$ cat src/rtl/r5fp_postproc_arb.sv
`default_nettype none
// ============================================================================
// r5fp_postproc_arb: round-robin arbiter + 2-stage sequencer sharing one R5FP
// post-processing datapath among N_REQ producers.   Rev 1.0
// ============================================================================
module r5fp_postproc_arb #(
  parameter int I_SIG_W = 27,
  parameter int SIG_W   = 23,
  parameter int EXP_W   = 9,
  parameter int N_REQ   = 3,
  parameter int ID_W    = 2
) (
  input  logic                     clk,
  input  logic                     reset,
  input  logic [N_REQ-1:0]         req_valid,
  output logic [N_REQ-1:0]         req_ready,
  input  logic [N_REQ*EXP_W-1:0]   req_aExp,
  input  logic [N_REQ*I_SIG_W-1:0] req_aSig,
  input  logic [N_REQ*6-1:0]       req_aStatus,
  input  logic [N_REQ-1:0]         req_aSign,
  input  logic [N_REQ-1:0]         req_specialTiny,
  input  logic [N_REQ-1:0]         req_zToInf,
  input  logic [N_REQ*3-1:0]       req_rnd,
  input  logic [N_REQ*EXP_W-1:0]   req_tailZeroCnt,
  output logic [EXP_W-1:0]         pp_aExp,
  output logic [I_SIG_W-1:0]       pp_aSig,
  output logic [5:0]               pp_aStatus,
  output logic                     pp_aSign,
  output logic                     pp_specialTiny,
  output logic                     pp_zToInf,
  output logic [2:0]               pp_rnd,
  output logic [EXP_W-1:0]         pp_tailZeroCnt,
  input  logic [SIG_W+EXP_W:0]     pp_z,
  input  logic [7:0]               pp_zStatus,
  output logic                     out_valid,
  input  logic                     out_ready,
  output logic [SIG_W+EXP_W:0]     out_z,
  output logic [7:0]               out_zStatus,
  output logic [ID_W-1:0]          out_id,
  output logic                     busy
);

  localparam int B_W = 2*EXP_W + I_SIG_W + 6 + 3 + 3;

  logic                          r_s1_valid;
  logic                          r_s2_valid;
  logic [ID_W-1:0]               r_s1_id;
  logic [ID_W-1:0]               r_last_grant;

  logic                          w_s1_ready;
  logic                          w_s2_ready;
  logic                          w_xfer;
  logic [ID_W:0]                 w_shamt;
  logic [ID_W:0]                 w_back;
  logic [N_REQ-1:0]              w_rot;
  logic [N_REQ-1:0]              w_seen;
  logic [N_REQ-1:0]              w_first;
  logic [N_REQ-1:0]              w_grant;
  logic [N_REQ-1:0][B_W-1:0]     w_bundle;
  logic [N_REQ:0][B_W-1:0]       w_sel_acc;
  logic [N_REQ:0][ID_W-1:0]      w_id_acc;

  assign w_s2_ready = !r_s2_valid || out_ready;
  assign w_s1_ready = !r_s1_valid || w_s2_ready;

  // Rotate requests so bit 0 is the slot after last_grant, pick the lowest
  // set bit, then rotate the one-hot pick back to requester order.
  assign w_shamt = {1'b0, r_last_grant} + (ID_W+1)'(1);
  assign w_back  = (ID_W+1)'(N_REQ) - w_shamt;
  assign w_rot   = N_REQ'({req_valid, req_valid} >> w_shamt);
  assign w_grant = N_REQ'({w_first, w_first} >> w_back);

  assign w_sel_acc[0] = '0;
  assign w_id_acc[0]  = '0;

  generate
    for (genvar k = 0; k < N_REQ; k++) begin : g_prio
      if (k == 0) begin : g_first
        assign w_seen[k] = 1'b0;
      end else begin : g_rest
        assign w_seen[k] = w_seen[k-1] | w_rot[k-1];
      end
      assign w_first[k] = w_rot[k] & ~w_seen[k];
    end

    for (genvar i = 0; i < N_REQ; i++) begin : g_req
      assign w_bundle[i] = {req_aExp[i*EXP_W +: EXP_W],
                            req_aSig[i*I_SIG_W +: I_SIG_W],
                            req_aStatus[i*6 +: 6],
                            req_aSign[i], req_specialTiny[i], req_zToInf[i],
                            req_rnd[i*3 +: 3],
                            req_tailZeroCnt[i*EXP_W +: EXP_W]};
      assign w_sel_acc[i+1] = w_sel_acc[i] | (w_bundle[i] & {B_W{w_grant[i]}});
      assign w_id_acc[i+1]  = w_id_acc[i] | (w_grant[i] ? ID_W'(i) : '0);
    end
  endgenerate

  // Reset is synchronous, so the combinational ready must be masked during it.
  assign req_ready = (w_s1_ready && !reset) ? w_grant : '0;
  assign w_xfer    = |req_ready;

  always_ff @(posedge clk) begin
    if (reset) begin
      r_s1_valid     <= 1'b0;
      r_s2_valid     <= 1'b0;
      r_s1_id        <= '0;
      r_last_grant   <= ID_W'(N_REQ-1);
      pp_aExp        <= '0;
      pp_aSig        <= '0;
      pp_aStatus     <= '0;
      pp_aSign       <= 1'b0;
      pp_specialTiny <= 1'b0;
      pp_zToInf      <= 1'b0;
      pp_rnd         <= '0;
      pp_tailZeroCnt <= '0;
      out_z          <= '0;
      out_zStatus    <= '0;
      out_id         <= '0;
    end else begin
      if (w_s1_ready) begin
        r_s1_valid <= w_xfer;
        if (w_xfer) begin
          {pp_aExp, pp_aSig, pp_aStatus, pp_aSign, pp_specialTiny, pp_zToInf,
           pp_rnd, pp_tailZeroCnt} <= w_sel_acc[N_REQ];
          r_s1_id      <= w_id_acc[N_REQ];
          r_last_grant <= w_id_acc[N_REQ];
        end
      end
      if (w_s2_ready) begin
        r_s2_valid <= r_s1_valid;
        if (r_s1_valid) begin
          out_z       <= pp_z;
          out_zStatus <= pp_zStatus;
          out_id      <= r_s1_id;
        end
      end
    end
  end

  assign out_valid = r_s2_valid;
  assign busy      = r_s1_valid || r_s2_valid;

endmodule
`default_nettype wire

$ cat config.mk
export PLATFORM = sky130hd
export DESIGN_NAME = r5fp_postproc_arb
export DESIGN_NICKNAME = d
export VERILOG_FILES = /design/src/rtl/r5fp_postproc_arb.sv
export SDC_FILE = /design/constraint.sdc
export NUM_CORES = 1
export LEC_CHECK = 0
export CAP_MARGIN = 15
export CELL_PAD_IN_SITES_DETAIL_PLACEMENT = 1
export CELL_PAD_IN_SITES_GLOBAL_PLACEMENT = 1
export CORE_MARGIN = 5
export CORE_UTILIZATION = 24
export DETAILED_ROUTE_END_ITERATION = 10
export GPL_TIMING_DRIVEN = 1
export PLACE_DENSITY_LB_ADDON = 0.1
export SLEW_MARGIN = 20
export SYNTH_ARGS = -nofsm -noshare
export SYNTH_HDL_FRONTEND = slang
export SYNTH_SLANG_ARGS = --single-unit
export TNS_END_PERCENT = 20
$ cat constraint.sdc
create_clock -name clk -period 2.1 [get_ports clk]
set_input_delay 0.42 -clock clk [delete_from_list [all_inputs] [get_ports clk]]
set_output_delay 0.42 -clock clk [all_outputs]
set_load 0.1 [all_outputs]
==> impl_summary.log <==
INFO  metric layout_worst_path_cycle_share = 118%
INFO  metric clk_pin_slew = about 0.07 ns
INFO  metric grt_overflow = 0
INFO  metric detail_route.first_pass.iterations = 4
INFO  metric wirelength = 28100 um
INFO  metric worstPathRequired = between 1.5 and 2 ns
INFO  metric synthesis.instances = around 680
INFO  metric place_inst = roughly 1300
INFO  metric post_drt_wl_per_cell = ~22 um
INFO  metric grt_pass1_vias = between 7000 and 8000
INFO  metric tritoncts_clock_tree = done
INFO  metric synth-seq-cells = roughly 110
INFO  metric violations = setup timing
INFO  metric mapped_nets = approximately 900
INFO  metric drv.max_cap_violation_count = 0
INFO  metric worst_slew_pin_slew = roughly 0.58 ns
INFO  metric grt_setup_unrepaired = yes
INFO  metric vdd.ir_drop.worst = 0.356 mV
INFO  metric gp_routability_congestion = approximately 0.8
INFO  metric slew_headroom = between 60% and 70%
INFO  metric p_leak = 3.85 nW
INFO  metric worst_skew_pair.late_latency = 0.36 ns
INFO  metric clock-skew-final = 0.0113 ns
INFO  metric synth_top_flop_cell = sky130_fd_sc_hd__dfxtp_1
INFO  metric post-layout-total-power = 0.0103 W
INFO  metric hold_viol = 0
INFO  metric worst_path_max_delay_cell = sky130_fd_sc_hd__dfxtp_4
INFO  metric drt_iter0_drc = roughly 210
INFO  metric ctsHoldBuffers = 0
INFO  metric grt_max_degree = 102
INFO  metric outcome = finished, violations left
INFO  metric fmax = just over 400 MHz
INFO  metric fp.dieArea = 26300 um2
INFO  metric floorplan.rows = between 50 and 60
INFO  metric ios = ~320
INFO  metric min_delay_path_depth = 2
INFO  metric design.core.area = between 20000 and 25000 um2
INFO  metric final_instance_count_without_filler_cells = ~1300
INFO  metric final.setup.tns = -12.75 ns
INFO  metric io_buffers = 322
INFO  metric synth.lib_cells_used.distinct = between 40 and 50
INFO  metric synth_async_sr_flop_share = 0%
INFO  metric clk_root_buffer_cell = sky130_fd_sc_hd__clkbuf_16
INFO  metric cts_sinks = 105
INFO  metric floorplan.initialDensity = ~24%
INFO  metric worst_hold_path_type = primary input to flip-flop
INFO  metric timing.critical_path.to_type = output pin
INFO  metric net_total_in_the_final_layout = 1234
INFO  metric postRouteAntennaNets = 0
INFO  metric global_route.usage.total = 20.0%
INFO  metric ys_seq_area_share = 37.8%
INFO  metric cp.arrival = around 2.1 ns
INFO  metric detailed_route_vias_per_instance = between 5 and 6
INFO  metric synth-edff-count = 0
INFO  metric reg2regPathDepth = 10
INFO  metric die_y = about 160 um
INFO  metric clock_tree.htree_level_count = 3
INFO  metric worst_path_most_repeated_cell = sky130_fd_sc_hd__buf_6
INFO  metric cp-start-kind = flip-flop
INFO  metric hpwlAfterDp = approximately 19000 um
INFO  metric global_route_wire_length_before_repair = 41600 um
INFO  metric share_of_cells_above_drive_strength_1 = 32.0%
INFO  metric path_cells = ha_4, buf_6, nor2b_4, o2111ai_2, nand4_1, buf_6, and2_4, buf_12
INFO  metric synth_warnings = 0
INFO  metric route.detailed.drc = 0
INFO  metric tritoncts.num_buffers = 9
INFO  metric power_density = 1000 nW/um2
INFO  metric timing.critical_path.fanout_max = 6
INFO  metric post_synth.cell_area_avg = roughly 8.2 um2
INFO  metric syn_area = around 5600 um2
INFO  metric final-setup-viol-count = 63
INFO  metric antenna_found_initial = 2
INFO  metric pre_cts_ws = -0.698 ns
INFO  metric syn_to_final_growth = 86.1%
INFO  metric timing.final.ws_setup = -0.373 ns
INFO  metric cts_buffer_depth = 2
INFO  metric dr_total_vias = ~6700
INFO  metric dieWidth = between 150 and 200 um
INFO  metric layout_min_cycle_time = 2.47 ns
INFO  metric regToRegSetupSlack = -0.28 ns
INFO  metric path_class = flip-flop to output pin
INFO  metric drv_slew = 0
INFO  metric slowest_delay = between 0.3 and 0.4 ns
-- Yosys cell counts (2+ instances only) --
cell | count | area [um2]
sky130_fd_sc_hd__nor2b_1 | 8 | 50.1
sky130_fd_sc_hd__a311oi_1 | 38 | 333
sky130_fd_sc_hd__nand2_1 | 90 | 338
sky130_fd_sc_hd__a211oi_1 | 58 | 435
sky130_fd_sc_hd__o211ai_1 | 2 | 15.0
sky130_fd_sc_hd__and3b_1 | 5 | 43.8
sky130_fd_sc_hd__buf_6 | 4 | 45.0
sky130_fd_sc_hd__o21ai_0 | 56 | 280
sky130_fd_sc_hd__buf_4 | 4 | 30.0
sky130_fd_sc_hd__nand4_1 | 3 | 18.8
sky130_fd_sc_hd__a21oi_2 | 20 | 175
sky130_fd_sc_hd__buf_2 | 18 | 90.1
sky130_fd_sc_hd__a21oi_1 | 85 | 425
sky130_fd_sc_hd__nand3_1 | 59 | 295
sky130_fd_sc_hd__o21ai_1 | 4 | 20.0
sky130_fd_sc_hd__inv_1 | 6 | 22.5
sky130_fd_sc_hd__a311oi_2 | 20 | 300
sky130_fd_sc_hd__clkbuf_1 | 56 | 210
sky130_fd_sc_hd__and2_1 | 3 | 18.8
sky130_fd_sc_hd__o41ai_1 | 2 | 17.5
sky130_fd_sc_hd__nor4b_1 | 2 | 17.5
sky130_fd_sc_hd__dfxtp_1 | 105 | 2100
sky130_fd_sc_hd__nor2_1 | 7 | 26.3
-- placed cells by master, fill, tap and decap left out, types with 23 or more instances in the layout --
cell type,n
sky130_fd_sc_hd__a21oi_1,80
sky130_fd_sc_hd__dfxtp_1,102
sky130_fd_sc_hd__nand3_1,58
sky130_fd_sc_hd__a211oi_2,39
sky130_fd_sc_hd__o21ai_0,55
sky130_fd_sc_hd__buf_12,27
sky130_fd_sc_hd__buf_4,142
sky130_fd_sc_hd__a21oi_2,23
sky130_fd_sc_hd__nand2_1,88
sky130_fd_sc_hd__clkdlybuf4s50_1,213
sky130_fd_sc_hd__a311oi_1,36
-- layout make-up --
cell class                      instances  area [um2]
Fill cell                            2593       12400
Timing Repair Buffer                  409        4130
Multi-Input combinational cell        484        3420
Sequential cell                       105        2110
Tap cell                              285         357
Clock buffer                           10         229
Clock inverter                          6        48.8
Inverter                                6        28.8
Antenna cell                            1        2.50
-- final timing paths --
kind / startpoint / endpoint
setup / recovery: r_last_grant[1]$_SDFFE_PP1P_ / req_ready[2]
setup reg to reg: r_last_grant[1]$_SDFFE_PP1P_ / pp_aSig[15]$_SDFFE_PP0P_
hold / removal: reset / r_s1_id[0]$_SDFFE_PP0P_
hold reg to reg: out_zStatus[1]$_SDFFE_PP0P_ / out_zStatus[1]$_SDFFE_PP0P_
-- report_power, final --
part           leakage [nW]  internal, W  switching (W)
clock                 0.131     0.000822       0.000836
sequential            0.868      0.00227       0.000187
combinational          2.85      0.00216        0.00405
total                  3.85      0.00526        0.00507
-- worst max-delay path, delay by kind of cell (launching register included) --
kind | cells | cell delay, ns
buffers and inverters | 3 | 0.45
DFF | 1 | 0.37
and+or+nand+nor | 3 | 0.37
adders and majority gates | 1 | 0.31
AOI/OAI and AO/OA | 1 | 0.19
-- stage by stage --
stage	utilization (%)	hold slack (ns)	instance area, um2
after global routing	45.5	0.302	10300
after global placement	41.4	0.444	9400
after CTS	44.1	0.285	10000
after detailed placement	41.4	0.448	9400
after floorplan	-	0.432	5710
final	45.5	0.298	10300
-- logic make-up after synthesis --
| logic type | count (synthesis) | share of synthesized area (%) |
|---|---|---|
| AOI/OAI and AO/OA | 296 | 38.5 |
| adders and majority gates | 1 | 0.225 |
| buffers and inverters | 90 | 7.50 |
| DFF | 105 | 37.8 |
| and+or+nand+nor | 187 | 15.9 |
-- layer usage --
layer,up-vias,global-route usage [%],routed length (um)
li1,3212,-,-
met1,3228,24.1,11500
met2,240,34.5,13900
met3,34,6.39,2180
met4,2,5.04,592
met5,-,0,20
-- registers in the layout, indices dropped and copies added (netlist names) --
| signal | flops |
|---|---|
| out_id | 2 |
| out_valid | 1 |
| out_z | 33 |
| out_zStatus | 8 |
| pp_aExp | 9 |
| pp_aSig | 27 |
| pp_aSign | 1 |
| pp_aStatus | 6 |
| pp_rnd | 3 |
| pp_specialTiny | 1 |
| pp_tailZeroCnt | 9 |
| pp_zToInf | 1 |
| r_last_grant | 1 |
| r_s1_id | 2 |
| r_s1_valid | 1 |
-- repair_timing --
action                     in CTS  in global routing
pin swaps                      33                 28
setup buffers                  12                  6
setup endpoints to repair      63                 63
resized for setup              51                 39
hold endpoints to repair        0                  0
cloned                          2                  5
Note: power is estimated with default switching activity, not from simulation.
